### src/rtl/obstacle_pkg.sv
// Shared types and field widths for the obstacle sequencer slice.
package obstacle_pkg;

    typedef enum logic [1:0] {
        S_IDLE,
        S_SELECT,
        S_ACTIVE,
        S_GAP
    } seq_state_t;

    localparam int X_W   = 12;
    localparam int Y_W   = 12;
    localparam int RGB_W = 12;
    localparam int OBS_W = X_W + Y_W + RGB_W;
    localparam int SIG_W = 28;

    // Truncated to CODE_W by each user; all-ones means "no obstacle".
    localparam logic [15:0] IDLE_CODE = 16'hFFFF;

    function automatic logic [15:0] sat_inc16(input logic [15:0] value);
        return (value == 16'hFFFF) ? value : value + 16'd1;
    endfunction

endpackage

### src/rtl/delay.sv
// Generic register pipeline delaying a bus by CLK_DEL cycles, cleared on reset.
module delay #(
    parameter int WIDTH   = 28,
    parameter int CLK_DEL = 1
) (
    input  logic             clk,
    input  logic             rst,
    input  logic [WIDTH-1:0] din,
    output logic [WIDTH-1:0] dout
);

    logic [WIDTH-1:0] pipe [CLK_DEL];

    always_ff @(posedge clk) begin
        if (rst) begin
            for (int i = 0; i < CLK_DEL; i++) begin
                pipe[i] <= '0;
            end
        end else begin
            pipe[0] <= din;
            for (int i = 1; i < CLK_DEL; i++) begin
                pipe[i] <= pipe[i-1];
            end
        end
    end

    assign dout = pipe[CLK_DEL-1];

endmodule

### src/rtl/obstacle_lfsr.sv
// 16-bit Fibonacci LFSR (taps 16,14,13,11) that advances only while enabled.
module obstacle_lfsr #(
    parameter logic [15:0] SEED  = 16'hACE1,
    parameter int          OUT_W = 4
) (
    input  logic             clk,
    input  logic             rst,
    input  logic             enable,
    output logic [OUT_W-1:0] value
);

    logic [15:0] lfsr_q;
    logic        feedback;

    assign feedback = lfsr_q[15] ^ lfsr_q[13] ^ lfsr_q[12] ^ lfsr_q[10];
    assign value    = lfsr_q[OUT_W-1:0];

    always_ff @(posedge clk) begin
        if (rst) begin
            lfsr_q <= SEED;
        end else if (enable) begin
            lfsr_q <= {lfsr_q[14:0], feedback};
        end
    end

endmodule

### src/rtl/obstacle_sequencer.sv
// Picks obstacles in round-robin or LFSR order, runs each until done, inserts a gap,
// counts completions and muxes the active obstacle's {x,y,rgb} with aligned timing.
module obstacle_sequencer
    import obstacle_pkg::*;
#(
    parameter int          N_OBS      = 8,
    parameter int          CODE_W     = 4,
    parameter int          RAND_MODE  = 0,
    parameter int          GAP_CYCLES = 0,
    parameter logic [15:0] LFSR_SEED  = 16'hACE1,
    parameter int          SIG_DEL    = 1
) (
    input  logic                   clk,
    input  logic                   rst,
    input  logic [11:0]            hcount_in,
    input  logic [11:0]            vcount_in,
    input  logic                   hsync_in,
    input  logic                   hblnk_in,
    input  logic                   vsync_in,
    input  logic                   vblnk_in,
    input  logic [RGB_W-1:0]       rgb_in,
    input  logic                   game_on,
    input  logic                   play_selected,
    input  logic                   victory,
    input  logic [OBS_W*N_OBS-1:0] obs_bus,
    input  logic [N_OBS-1:0]       obs_done,
    output logic [CODE_W-1:0]      obstacle_code,
    output logic                   done_out,
    output logic [15:0]            obstacles_counted,
    output logic [OBS_W-1:0]       obstacle_data,
    output logic [SIG_W-1:0]       delayed_signals
);

    localparam logic [CODE_W-1:0] NONE     = CODE_W'(IDLE_CODE);
    localparam logic [CODE_W-1:0] LAST_OBS = CODE_W'(N_OBS - 1);
    localparam logic [23:0]       GAP_LAST = (GAP_CYCLES == 0) ? 24'd0 : 24'(GAP_CYCLES - 1);
    localparam bit                USE_LFSR = (RAND_MODE != 0);

    seq_state_t        state_q, state_d;
    logic [CODE_W-1:0] code_q, code_d;
    logic [CODE_W-1:0] last_code_q, last_code_d;
    logic [CODE_W-1:0] rr_code, cand;
    logic [23:0]       gap_q, gap_d;
    logic [15:0]       count_q, count_next;
    logic              done_q, done_d;
    logic              play_q, play_edge;
    logic              start, abort, hit, cand_ok, inc, clear;
    logic              code_valid, sel_done;
    logic [OBS_W-1:0]  sel_obs, data_q;

    assign play_edge  = play_selected && !play_q;
    assign start      = (state_q == S_IDLE) && game_on && play_edge;
    assign abort      = (state_q != S_IDLE) && (victory || !game_on);
    assign code_valid = (code_q <= LAST_OBS);
    assign hit        = (state_q == S_ACTIVE) && sel_done;
    assign rr_code    = (last_code_q >= LAST_OBS) ? '0 : last_code_q + CODE_W'(1);
    assign cand_ok    = (cand <= LAST_OBS) && (cand != last_code_q);

    obstacle_lfsr #(
        .SEED  (LFSR_SEED),
        .OUT_W (CODE_W)
    ) u_lfsr (
        .clk    (clk),
        .rst    (rst),
        .enable (state_q == S_SELECT),
        .value  (cand)
    );

    // Loop-based select keeps the index width independent of N_OBS.
    always_comb begin
        sel_obs  = '0;
        sel_done = 1'b0;
        for (int i = 0; i < N_OBS; i++) begin
            if (code_q == CODE_W'(i)) begin
                sel_obs  = obs_bus[OBS_W*i +: OBS_W];
                sel_done = obs_done[i];
            end
        end
    end

    always_ff @(posedge clk) begin
        if (rst) begin
            state_q <= S_IDLE;
        end else begin
            state_q <= state_d;
        end
    end

    always_comb begin
        state_d = state_q;
        unique case (state_q)
            S_IDLE: begin
                if (start) state_d = S_SELECT;
            end
            S_SELECT: begin
                if (abort)                      state_d = S_IDLE;
                else if (!USE_LFSR || cand_ok)  state_d = S_ACTIVE;
            end
            S_ACTIVE: begin
                if (abort)    state_d = S_IDLE;
                else if (hit) state_d = S_GAP;
            end
            S_GAP: begin
                if (abort)                  state_d = S_IDLE;
                else if (gap_q >= GAP_LAST) state_d = S_SELECT;
            end
            default: state_d = S_IDLE;
        endcase
    end

    // Aborts take priority over a same-cycle completion: one pulse, no count.
    always_comb begin
        code_d      = code_q;
        last_code_d = last_code_q;
        gap_d       = '0;
        done_d      = abort || hit;
        inc         = hit && !abort;
        clear       = start;
        unique case (state_d)
            S_IDLE, S_GAP: code_d = NONE;
            S_SELECT:      code_d = USE_LFSR ? NONE : rr_code;
            S_ACTIVE: begin
                if (state_q == S_SELECT) begin
                    code_d      = USE_LFSR ? cand : code_q;
                    last_code_d = code_d;
                end
            end
            default: code_d = NONE;
        endcase
        if ((state_q == S_GAP) && (state_d == S_GAP)) begin
            gap_d = gap_q + 24'd1;
        end
    end

    assign count_next = clear ? 16'd0 : (inc ? sat_inc16(count_q) : count_q);

    always_ff @(posedge clk) begin
        if (rst) begin
            code_q      <= NONE;
            last_code_q <= NONE;
            gap_q       <= '0;
            count_q     <= '0;
            done_q      <= 1'b0;
            play_q      <= 1'b0;
            data_q      <= '0;
        end else begin
            code_q      <= code_d;
            last_code_q <= last_code_d;
            gap_q       <= gap_d;
            count_q     <= count_next;
            done_q      <= done_d;
            play_q      <= play_selected;
            data_q      <= code_valid ? sel_obs : {{(X_W + Y_W){1'b0}}, rgb_in};
        end
    end

    delay #(
        .WIDTH   (SIG_W),
        .CLK_DEL (SIG_DEL)
    ) u_sig_delay (
        .clk  (clk),
        .rst  (rst),
        .din  ({vcount_in, vsync_in, vblnk_in, hcount_in, hsync_in, hblnk_in}),
        .dout (delayed_signals)
    );

    assign obstacle_code     = code_q;
    assign done_out          = done_q;
    assign obstacles_counted = count_q;
    assign obstacle_data     = data_q;

endmodule

### config.mk
export PLATFORM = sky130hd
export DESIGN_NAME = obstacle_sequencer
export DESIGN_NICKNAME = d
export VERILOG_FILES = /design/src/rtl/obstacle_pkg.sv /design/src/rtl/delay.sv /design/src/rtl/obstacle_lfsr.sv /design/src/rtl/obstacle_sequencer.sv
export SDC_FILE = /design/constraint.sdc
export NUM_CORES = 1
export LEC_CHECK = 0
export CAP_MARGIN = 20
export CORE_AREA = 10 10 158 160
export DETAILED_ROUTE_END_ITERATION = 8
export DIE_AREA = 0 0 168 170
export GPL_TIMING_DRIVEN = 0
export PLACE_DENSITY = 0.61
export SYNTH_ARGS = -nofsm -noshare
export SYNTH_HDL_FRONTEND = slang
export SYNTH_SLANG_ARGS = --single-unit
### constraint.sdc
create_clock -name clk -period 3.5 [get_ports clk]
set_input_delay 0.525 -clock clk [delete_from_list [all_inputs] [get_ports clk]]
set_output_delay 0.525 -clock clk [all_outputs]
set_load 0.01 [all_outputs]
[Word level (Yosys, flattened, before mapping)]
Memory sizes are Yosys's and may differ from the RTL's.
Cells that the tools add are included.
Storage, ports and cells
  register bits: 88
  bits in writable memories: 28
  bits of input ports: 341
  logic and storage cells: 87
  memories: 1
Operators by class
  add/sub/neg operators: 3
  $lt $le $gt $ge: 3
  equal/unequal tests: 14
  multiplexer cells: 31
  bitwise gates (word level): 3
  reduce and logical (&&, ||, !) cells: 23
Memory list
  u_sig_delay.pipe: depth 1, bits a word 28, rd ports 1, clocked after memory_dff 0, write ports 1, RTL line delay.sv:12  | logic [WIDTH-1:0] pipe [CLK_DEL];
Operators by type and width (number)
  36-bit two-way mux: 8
  28-bit two-way mux: 1
  28-bit OR reduction: 1
  24-bit by 1-bit adder with 24-bit output (second input constant): 1
  24-bit by 1-bit >= comparator with 1-bit output (second input constant): 1
  16-bit by 1-bit adder with 16-bit output (second input constant): 1
  16-bit == test (second input constant): 1
  4-bit by 3-bit == test with 1-bit output (second input constant): 4
  1-bit two-way mux: 12
  12-bit two-way mux: 1
  2-bit two-way mux: 6
  2-bit == test (second input constant): 4
  4-bit by 2-bit == test with 1-bit output (second input constant): 2
  2-bit case mux with 4 select lines: 1
  4-bit case mux with 2 select lines: 1
  2-bit OR reduction: 4
  1-bit logical AND: 7
  4-bit by 1-bit adder with 4-bit output (second input constant): 1
  2-bit by 1-bit == test with 1-bit output (second input constant): 2
  4-bit by 1-bit == test with 1-bit output (second input constant): 1
  4-bit by 3-bit >= comparator with 1-bit output (second input constant): 1
  4-bit by 3-bit less-or-equal comparator with 1-bit output (second input constant): 1
  2-bit logical NOT: 2
  4-bit logical NOT: 1
  6 further kinds: 12

[Logic depth before layout (Yosys ltp)]
  depth after elaboration: 17
  mapped depth: 9

[Hierarchy]
Synthesis repeated with hierarchy kept, for this count alone.
Second synthesis, totals
  cells, all modules: 601
  area, all modules: 5355.1 µm²
By module, submodules not included
  obstacle_sequencer: instances 1, cells each 543, area an instance 4576.9 µm², seq. area each 1281.2 µm²
  delay: instances 1, cells each 58, area an instance 778.2 µm², seq. area each 560.5 µm²

[Least setup slack after synthesis]
OpenSTA, ideal clock, no wires.
  path kind: register to register
  from: register code_q[1] (netlist: obstacle_code[1])
  to: register data_q[26] (netlist: obstacle_data[26])
  data arrival time: 1.881 ns
  setup slack: 1.487 ns
  stages on the path, launching flop included: 8
  buffers on the path: 4
  period minus slack after synthesis: 2.013 ns
  cell sequence: dfxtp_1 buf_2 buf_2 buf_2 buf_1 mux4_2 a221oi_1 nor3_1
On the way
  word-level cells in the longest chain between the ends: 9
RTL lines
  from (decl): RTL line obstacle_sequencer.sv:40  | logic [CODE_W-1:0] code_q, code_d;
  from (signal assigned): RTL line obstacle_sequencer.sv:147  | code_q <= code_d;
  4-bit logical NOT: RTL line obstacle_sequencer.sv:74  | if (code_q == CODE_W'(i)) begin
  36-bit two-way mux (8 in a row): RTL line obstacle_sequencer.sv:74
  to (signal assigned): RTL line obstacle_sequencer.sv:153  | data_q <= code_valid ? sel_obs : {{(X_W + Y_W){1'b0}}, rgb_in};
  to (decl): RTL line obstacle_sequencer.sv:49  | logic [OBS_W-1:0] sel_obs, data_q;
Several ways; a longest one is shown, not always the timed one.
A chain may end at the register's enable or synchronous reset.

[Final worst setup path]
  from: register code_q[2] (netlist: obstacle_code[2])
  to: register data_q[24] (netlist: obstacle_data[24])
Same word-level chain as after synthesis.

==> reports/metrics.cfg <==
[power_and_ir_drop]
total_power_mw = 2.85
cellPowerDensity_nw_per_um2 = 272
p_leak_nw = 3.85
peakVddDrop_v = 0.000232

[place]
place.port_buffers = 425
gp_congestion = 0.905
dp_hpwl_um = 27900

[setup_path]
required_ps = 3730
r2r_end = obstacle_data[24]
crit_end = obstacle_data[24]
start_kind = flip-flop
r2r-start = obstacle_code[2]
crit_type = flip-flop to flip-flop
arrival_ps = 3160
reg2reg_depth = 7
crit_start = obstacle_code[2]
worst_setup_path_end_kind = flip-flop
rrSetupSlack_ps = 580
cp_max_fo = 10

[sta]
skew_ps = 12.5
finalCritPeriodShare_pct = 83.5
finalCriticalPeriod_ps = 2920
report.final.setup_viol = 0
finalHoldViolCount = 0
worst_pin_slew_ps = 817
rsz0062_at_grt = no
holdWs_ps = 484
maxSlewViolCount = 0
relSlewSlack_pct = 45.5
fmax_mhz = 342
tns_ps = 0

[cts]
cts_made_buffers = 9
cts_setup_buffers = 0
root_buffer = clkbuf_16
cts.sinks = 92
path_clk_slew_ps = 80
clock_latency_ps = 360
cts_hold_buf = 0
clock_path_buffers = 2
cts_resized = 0
h-tree-depth = 3
cts_tree = built

[floorplan]
start_util_pct = 25.6
ios = 426
placementRows = 54
fp.dieW_um = 168
die_area_um2 = 28600
core_area_um2 = 21700
die_h_um = 170

[global_routing]
grt_pass1_wl_um = 47700
grt_pass1_vias = 7282
grtUsageTotal_pct = 22.1
grt-ovfl-total = 0
antenna_found_initial = 3
grt_max_degree = 20

[route]
drt_first_pass_iters = 5
ant_nets = 0
drc = 0
drt_iter0_drc = 387
wirelength_um = 33300
num_vias = 6913
vias_per_cell = 5.05
detail_route.wl_per_cell_um = 24.3

[final_layout]
nFillCells = 2150
regArea_um2 = 1840
drive_gt1_share_pct = 8.48
nets = 1423
fin_util_pct = 48.3
multi_input_area_um2 = 3450
syn2layout_area_growth_pct = 88.3

[yosys]
avgSynthCellArea_um2 = 8.63
syn_inst = 644
yosys_warnings = 0
ys_async_sr_fraction_pct = 0
dominantRegCellSynth = dfxtp_1
synth-edff-count = 0
synth_cell_types = 55
synth_seq_area_share_pct = 33.1
synth-seq-cells = 92
netlist_area_um2 = 5560
synth_fp_nets = 987

[run]
cap_violations = 0

[outcome]
outcome = complete, no violations

[min_path]
hold_path_class = flip-flop to flip-flop

## power by group
group          internal (mW)  switching [mW]  leakage [nW]
clock network          0.509           0.511         0.144
logic                  0.491           0.252          2.96
registers               1.08         0.00977         0.753
total                   2.08           0.772          3.85
## synthesized netlist by cell type (all sizes together) (2+ instances only)
master   count  share of area (%)
dfxtp       92                 33
o21a         3               0.41
nand3        9               0.81
nor3         9               0.81
a41oi        2               0.32
a222oi      13                2.3
a22o         3               0.47
nand2       39                2.6
nor2        32                2.2
o32a         2               0.36
o22ai        9                1.3
a21o         3               0.41
mux2i       46                8.3
buf         24                2.3
inv          5               0.34
o21ai       51                4.7
o2bb2ai      3               0.47
clkbuf      29                2.0
ha           2               0.45
nand2b      11                1.2
a21oi       78                7.0
and3         5               0.56
o31ai        6               0.81
mux4         5                2.0
a221oi       8                1.3
o211ai       2               0.27
nand4        3               0.34
a22oi        4               0.54
or3         14                1.6
a211oi       2               0.27
nor4         6               0.68
mux2        49                9.9
a31oi        5               0.56
or4          7               0.95
o221ai      13                2.0
nor2b       35                3.9
## worst min path at each step
stage,slack (ps),cells past startpoint,startpoint,end
3_3_place_gp,470,2,obstacles_counted[6],obstacles_counted[6]
6_report,480,2,obstacles_counted[10],obstacles_counted[10]
5_1_grt,520,2,obstacles_counted[10],obstacles_counted[10]
4_1_cts,480,2,obstacles_counted[6],obstacles_counted[6]
3_5_place_dp,470,2,obstacles_counted[10],obstacles_counted[10]
2_1_floorplan,470,2,last_code_q[1],last_code_q[1]
## metal layers
| metal | share of wire [%] | GRT usage [%] | up-vias |
|---|---|---|---|
| li1 | - | - | 3296 |
| met1 | 38 | 23.9 | 3231 |
| met2 | 50 | 38.9 | 349 |
| met3 | 9.8 | 8.22 | 37 |
| met4 | 2.3 | 7.38 | 0 |
| met5 | 0 | 0 | - |
## placed cells by master, fill, tap and decap left out, types with 7 or more instances in the layout
master and n:
clkdlybuf4s50_1 425, nand2_1 39, clkbuf_1 29, buf_1 7, clkbuf_16 9, a221oi_1 8, dfxtp_1 92, nor3_1 9
nand3_1 9, buf_2 14, mux2_2 49, nand2b_1 11, nor2b_1 35, or3_1 14, mux2i_1 46, nor2_1 32
a21oi_1 78, or4_1 7, o221ai_1 13, o21ai_0 50, o22ai_1 8, a222oi_1 13
## worst max-delay path, cell delays in order, from the launching register on
cell and delay (ps):
dfxtp_1 450, clkbuf_1 430, nor2b_1 320, clkbuf_1 550, nand3_1 280, clkbuf_1 320
o21ai_0 380, a21oi_1 60
## through the flow
| step | instance area (um2) | instances | setup WS [ps] |
|---|---|---|---|
| after global routing | 10500 | 1368 | 383 |
| after detailed placement | 10200 | 1349 | 548 |
| after global placement | 10200 | 1349 | 535 |
| after CTS | 10500 | 1365 | 541 |
| final | 10500 | 1368 | 577 |
| after floorplan | 5560 | 644 | 1490 |
## kinds of logic (layout without fill, tap and decap cells)
family | after synthesis | count (layout) | synth area share, %
multiplexers | 100 | 100 | 20.2
other | 0 | 3 | 0
XOR/XNOR | 2 | 2 | 0.315
adder cells (fa/ha/maj) | 2 | 2 | 0.450
flip-flops | 92 | 92 | 33.1
buffers and inverters | 59 | 500 | 4.71
AO/OA/AOI/OAI | 213 | 213 | 24.5
AND/OR/NAND/NOR | 176 | 176 | 16.6
## sequential cells by signal, summed over array words and instances, names as in the netlist
register / count
obstacle_code: 4
u_sig_delay.pipe: 28
last_code_q: 4
done_out: 1
obstacles_counted: 16
obstacle_data: 36
state_q: 2
play_q: 1
## cell type report
cell class	count	area share [%]
flip-flops and latches	92	17.6
clock buffers	9	2.15
repair buffers	425	40.6
diodes	3	0.0717
well taps	280	3.35
plain buffers	53	2.28
clock inverters	7	0.693
multi-input cells	493	33.0
inverters	6	0.215
(Power assumes the default switching activity.)
